## src/rtl/vec_pkg.sv

```systemverilog
// Shared vector-unit definitions: lane geometry, index widths, sequencer state
// encoding and op-length helpers.
package vec_pkg;

    localparam int unsigned LANES    = 4;
    localparam int unsigned VLEN_MAX = 16;
    localparam int unsigned ELEM_W   = 16;
    localparam int unsigned BEAT_W   = 2;
    localparam int unsigned EIDX_W   = 4;
    localparam int unsigned LEN_W    = 5;
    localparam int unsigned CNT_W    = 3;

    typedef enum logic [1:0] {
        IDLE  = 2'd0,
        ISSUE = 2'd1,
        DRAIN = 2'd2
    } seq_state_t;

    // Scalar ops occupy one lane; vector lengths saturate at the register width.
    function automatic logic [LEN_W-1:0] op_eff_len(input logic             is_vector,
                                                    input logic [LEN_W-1:0] vlen);
        if (!is_vector)
            return LEN_W'(1);
        if (vlen > LEN_W'(VLEN_MAX))
            return LEN_W'(VLEN_MAX);
        return vlen;
    endfunction

    function automatic logic [LEN_W-1:0] op_beats(input logic [LEN_W-1:0] len);
        return (len + LEN_W'(LANES - 1)) >> 2;
    endfunction

endpackage

```

## src/rtl/lane_mask_gen.sv

```systemverilog
// Per-beat lane enable mask: lane i is live when 4*beat + i is below the op length.
module lane_mask_gen
    import vec_pkg::*;
(
    input  logic [LEN_W-1:0]  op_len,
    input  logic [BEAT_W-1:0] beat,
    output logic [LANES-1:0]  mask
);

    logic [LEN_W-1:0] base;

    always_comb begin
        base = LEN_W'({beat, 2'b00});
        mask = '0;
        for (int unsigned i = 0; i < LANES; i++)
            mask[i] = (base + LEN_W'(i)) < op_len;
    end

endmodule

```

## src/rtl/vector_lane_sequencer.sv

```systemverilog
// Splits a decoded scalar/vector op into 4-lane beats, then waits PIPE_LAT
// cycles for the pipes to retire it before pulsing done.
module vector_lane_sequencer
    import vec_pkg::*;
#(
    parameter int unsigned PIPE_LAT = 2
) (
    input  logic              clk,
    input  logic              rst,
    input  logic              req_valid,
    output logic              req_ready,
    input  logic              req_is_vector,
    input  logic [LEN_W-1:0]  req_vlen,
    input  logic              flush,
    output logic              stall,
    output logic              issue_valid,
    output logic [LANES-1:0]  lane_en,
    output logic [BEAT_W-1:0] beat_idx,
    output logic [EIDX_W-1:0] elem_base,
    output logic              last_beat,
    output logic              done
);

    seq_state_t        state_q, state_nxt;
    logic [LEN_W-1:0]  len_q, len_nxt;
    logic [BEAT_W-1:0] beat_q, beat_nxt;
    logic [CNT_W-1:0]  cnt_q, cnt_nxt;

    logic [LEN_W-1:0]  req_len;
    logic [LEN_W-1:0]  nbeats;
    logic              at_last;
    logic              accept;
    logic [LANES-1:0]  mask;

    lane_mask_gen u_mask (
        .op_len (len_q),
        .beat   (beat_q),
        .mask   (mask)
    );

    assign req_len = op_eff_len(req_is_vector, req_vlen);
    assign nbeats  = op_beats(len_q);
    assign at_last = LEN_W'(beat_q) == (nbeats - LEN_W'(1));
    assign accept  = req_valid && req_ready;

    always_ff @(posedge clk or posedge rst) begin
        if (rst) begin
            state_q <= IDLE;
            len_q   <= '0;
            beat_q  <= '0;
            cnt_q   <= '0;
        end else begin
            state_q <= state_nxt;
            len_q   <= len_nxt;
            beat_q  <= beat_nxt;
            cnt_q   <= cnt_nxt;
        end
    end

    always_comb begin
        state_nxt = state_q;
        len_nxt   = len_q;
        beat_nxt  = beat_q;
        cnt_nxt   = cnt_q;
        case (state_q)
            IDLE: begin
                if (accept) begin
                    len_nxt  = req_len;
                    beat_nxt = '0;
                    if (req_len == '0) begin
                        state_nxt = DRAIN;
                        cnt_nxt   = CNT_W'(PIPE_LAT);
                    end else begin
                        state_nxt = ISSUE;
                    end
                end
            end
            ISSUE: begin
                if (flush) begin
                    state_nxt = IDLE;
                    beat_nxt  = '0;
                end else if (at_last) begin
                    state_nxt = DRAIN;
                    beat_nxt  = '0;
                    cnt_nxt   = CNT_W'(PIPE_LAT);
                end else begin
                    beat_nxt = beat_q + BEAT_W'(1);
                end
            end
            DRAIN: begin
                if (flush) begin
                    state_nxt = IDLE;
                    cnt_nxt   = '0;
                end else if (cnt_q == CNT_W'(1)) begin
                    state_nxt = IDLE;
                    cnt_nxt   = '0;
                end else begin
                    cnt_nxt = cnt_q - CNT_W'(1);
                end
            end
            default: begin
                state_nxt = IDLE;
                beat_nxt  = '0;
                cnt_nxt   = '0;
            end
        endcase
    end

    // Beat outputs come from registered state; flush only gates them off.
    always_comb begin
        req_ready   = (state_q == IDLE) && !flush;
        stall       = !req_ready;
        issue_valid = (state_q == ISSUE) && !flush;
        lane_en     = issue_valid ? mask : '0;
        beat_idx    = issue_valid ? beat_q : '0;
        elem_base   = {beat_idx, 2'b00};
        last_beat   = issue_valid && at_last;
        done        = (state_q == DRAIN) && (cnt_q == CNT_W'(1)) && !flush;
    end

endmodule

```

## config.mk

```make
export PLATFORM = sky130hd
export DESIGN_NAME = vector_lane_sequencer
export DESIGN_NICKNAME = d
export VERILOG_FILES = /design/src/rtl/vec_pkg.sv /design/src/rtl/lane_mask_gen.sv /design/src/rtl/vector_lane_sequencer.sv
export SDC_FILE = /design/constraint.sdc
export NUM_CORES = 1
export LEC_CHECK = 0
export ABC_AREA = 1
export CAP_MARGIN = 20
export CORE_UTILIZATION = 54
export CTS_BUF_LIST = sky130_fd_sc_hd__clkbuf_2 sky130_fd_sc_hd__clkbuf_4 sky130_fd_sc_hd__clkbuf_8
export CTS_CLUSTER_SIZE = 20
export DETAILED_ROUTE_END_ITERATION = 16
export GPL_ROUTABILITY_DRIVEN = 0
export PLACE_DENSITY = 0.85
export SKIP_LAST_GASP = 1
export SLEW_MARGIN = 20
export SYNTH_ARGS = -nofsm -noshare
export SYNTH_HDL_FRONTEND = slang
export SYNTH_HIERARCHICAL = 1
export SYNTH_SLANG_ARGS = --single-unit
```

## constraint.sdc

```tcl
create_clock -name clk -period 2.8 [get_ports clk]
set_input_delay 0.56 -clock clk [delete_from_list [all_inputs] [get_ports clk]]
set_output_delay 0.56 -clock clk [all_outputs]
set_load 0.005 [all_outputs]
```

==> impl_metrics.tcl, run 1 <==
set metrics [dict create \
    crit_path_end_kind "output port" \
    synth_top_area_share_pct 30.5 \
    grt_use_met3_pct 3.60 \
    crit_buf_inv 3 \
    p_leak_nw 0.679 \
    area_growth_pct 26.1 \
    worstPathMaxFanout 8 \
    ctsLongestPathBuffers 2 \
    startpoint_type "input pin" \
    synth_area_um2 986 \
    busiest_layer "met2" \
    holdBufCountCts 0 \
    drive_above_1_share_pct 10.9 \
    dpl.hpwl_mm 1.72 \
    synth_flop_cell "dfrtp_1" \
    pre_cts_ws_ns 0.202 \
    cp_cell_sequence "clkdlybuf4s50_1 > nor2_2 > inv_1 > nor2_1 > clkdlybuf4s50_1" \
    clock-sinks 12 \
    drv_slew 0 \
    critPathMaxStageDelay_ns 0.52 \
    cts_root_buffer "clkbuf_4" \
    seqPwrFrac_pct 27.0 \
    switching_share_pct 48.6 \
    syn_inst 152 \
    cp.arrival_ns 2.03 \
    hold_path.class "reg2reg" \
    cts_setup_buffers 0 \
    drc_errors 0 \
    internal_power_uw 656 \
    status "finished clean" \
    start_util_pct 57.1 \
    clkPwrFrac_pct 11.5 \
    final_cells 199 \
    core.rowCount 15 \
    use_met2_pct 41.8 \
    synth_top_area_cell "dfrtp_1" \
    combPwrFrac_pct 61.5 \
    cts_tree "yes" \
    fin_ws_ns 0.208 \
    grt_pass1_vias 839 \
    wl_per_cell_um 10.8 \
    clkLatencyLatePin_ns 0.29 \
    first_pass_iters 4 \
    antenna_found_initial 0 \
    peakVddDrop_mv 0.573 \
    synthDistinctLibCells 21 \
    hold_viol 0 \
    skew_ns 0.000523 \
    crit_family "buffers and inverters" \
    htree_levels 1 \
    dieWidth_um 44.7 \
    grt_usage_pct 24.6 \
    clk_pin_slew_worst_paths_ns 0.08 \
    first_iter_violations 24 \
    cp.required_ns 2.24 \
    vias 969 \
    synth_edf_count 0 \
    ys_seq_area_share_pct 30.5 \
    cpMostUsedCell "clkdlybuf4s50_1" \
    layout_commonest_cell "nand2_1" \
    yosys_warnings 6 \
    cp_slowest_cell "clkdlybuf4s50_1" \
    n_antenna_cell 0 \
    fin_crit_sh_pct 92.6 \
    vias_per_cell 4.87 \
    syn_area_per_cell_um2 6.49 \
    cts_resized 0 \
    grt-ovfl-total 0 \
    die_h_um 44.7 \
    whs_ns 0.482 \
    tns_ns 0 \
    ys_top_cells_by_area "dfrtp_1 (30%), nand2_1 (13%), inv_1 (11%)" \
    core-area_um2 1730 \
    utilization_pct 72.0 \
    rsz0062_at_grt "false" \
    mostFrequentLayoutCells "nand2_1 (34), inv_1 (29), clkdlybuf4s50_1 (22)" \
    max_freq_ghz 0.386 \
    use_met1_pct 31.0 \
    die_area_um2 2000 \
    finalWirelength_mm 2.16 \
    critPathKind "in2out" \
    cts_buffers 3 \
    grt_max_degree 13 \
    placed_cells 195 \
    switchingPower_uw 621 \
    top_level_ports 25 \
    io_buffer_count 22 \
    layout.nets 190 \
    p_per_area_nw_per_um2 1030 \
    cap_violations 0 \
    async_flop_share_pct 100 \
    finalSetupViolCount 0 \
    fin_crit_ns 2.59 \
    fill_cells 134 \
    final_antenna_net_count 0 \
    ys_ff_latch 12 \
    grt_pass1_wl_mm 3.53 \
]
[power groups by stage]
stage               Sequential [mW]  Clock (mW)  Combinational (mW)
floorplan                     0.323           0               0.569
global placement              0.342           0               0.737
detailed placement            0.347           0               0.779
CTS                           0.344       0.146               0.781
global route                  0.356       0.153               0.892
finish                        0.344       0.147               0.785
[state kept, by name, indices dropped and copies added, names as in the netlist]
register / cells
cnt_q: 3
beat_q: 2
state_q: 2
len_q: 5
[cell families (layout without fill, tap and decap cells)]
family / after synthesis / after routing / share of synthesized area (%)
flip-flops: 12 / 12 / 30.5
adder cells (fa/ha/maj): 5 / 5 / 6.35
AO/OA/AOI/OAI: 19 / 19 / 9.64
other: 1 / 2 / 0.380
buffers and inverters: 37 / 58 / 15.6
AND/OR/NAND/NOR: 76 / 76 / 35.8
XOR/XNOR: 2 / 2 / 1.78
[worst paths after layout]
kind	start	endpoint	slack [ns]	depth (start not counted)
worst max-delay path	flush	beat_idx[1]	0.21	5
worst min-delay path	cnt_q[1]	cnt_q[1]	0.48	2
worst max register to register	state_q[1]	cnt_q[0]	1.24	8
worst min register to register	cnt_q[1]	cnt_q[1]	0.48	2
max in group asynchronous	rst	cnt_q[2]	1.90	2
min in group asynchronous	rst	cnt_q[0]	0.58	2
[metrics by stage]
| step | cell area, um2 | power (mW) |
|---|---|---|
| 6_report | 1240 | 1.28 |
| 5_1_grt | 1240 | 1.40 |
| 4_1_cts | 1240 | 1.27 |
| 3_5_place_dp | 1210 | 1.13 |
| 3_3_place_gp | 1210 | 1.08 |
| 2_1_floorplan | 990 | 0.892 |
[synthesized netlist by cell type, types with 2 or more instances]
master   instances
xor2_1           2
ha_1             5
inv_1           29
nor2_2           2
dfrtp_1         12
nand4_1          3
o21ai_1          2
buf_4            4
nand2_2          6
a21oi_1         11
o21ai_0          6
nand2_1         34
nand3_2          2
inv_2            3
nor2_1          19
nor2_4           2
nand3_1          6
[cell type report]
| cell class | count | area (um2) | area share, % |
|---|---|---|---|
| multi-input combinational | 104 | 536 | 43.1 |
| sequential | 12 | 300 | 24.1 |
| timing repair buffer | 22 | 220 | 17.7 |
| inverter | 32 | 120 | 9.66 |
| clock buffer | 4 | 36.3 | 2.92 |
| tap | 25 | 31.3 | 2.52 |
[tightest hold or removal path: cells and delay by family (launching register included)]
family,cells,cell delay (ns)
flops,1,0.35
simple gates,2,0.10
[per-layer routing]
metal | vias to the layer above | routed length (um) | share of wire, %
li1 | 505 | - | -
met1 | 435 | 939 | 44
met2 | 24 | 1100 | 51
met3 | 5 | 73 | 3.4
met4 | 0 | 42 | 1.9
met5 | - | 0 | 0
Note: power is estimated with default switching activity, not from simulation.
==> run 2, diff against run 1 <==
Settings changed: SKIP_CTS_REPAIR_TIMING from default to 1.
==> results of run 2 <==
Final layout, timing and power as in run 1 (identical DEF).
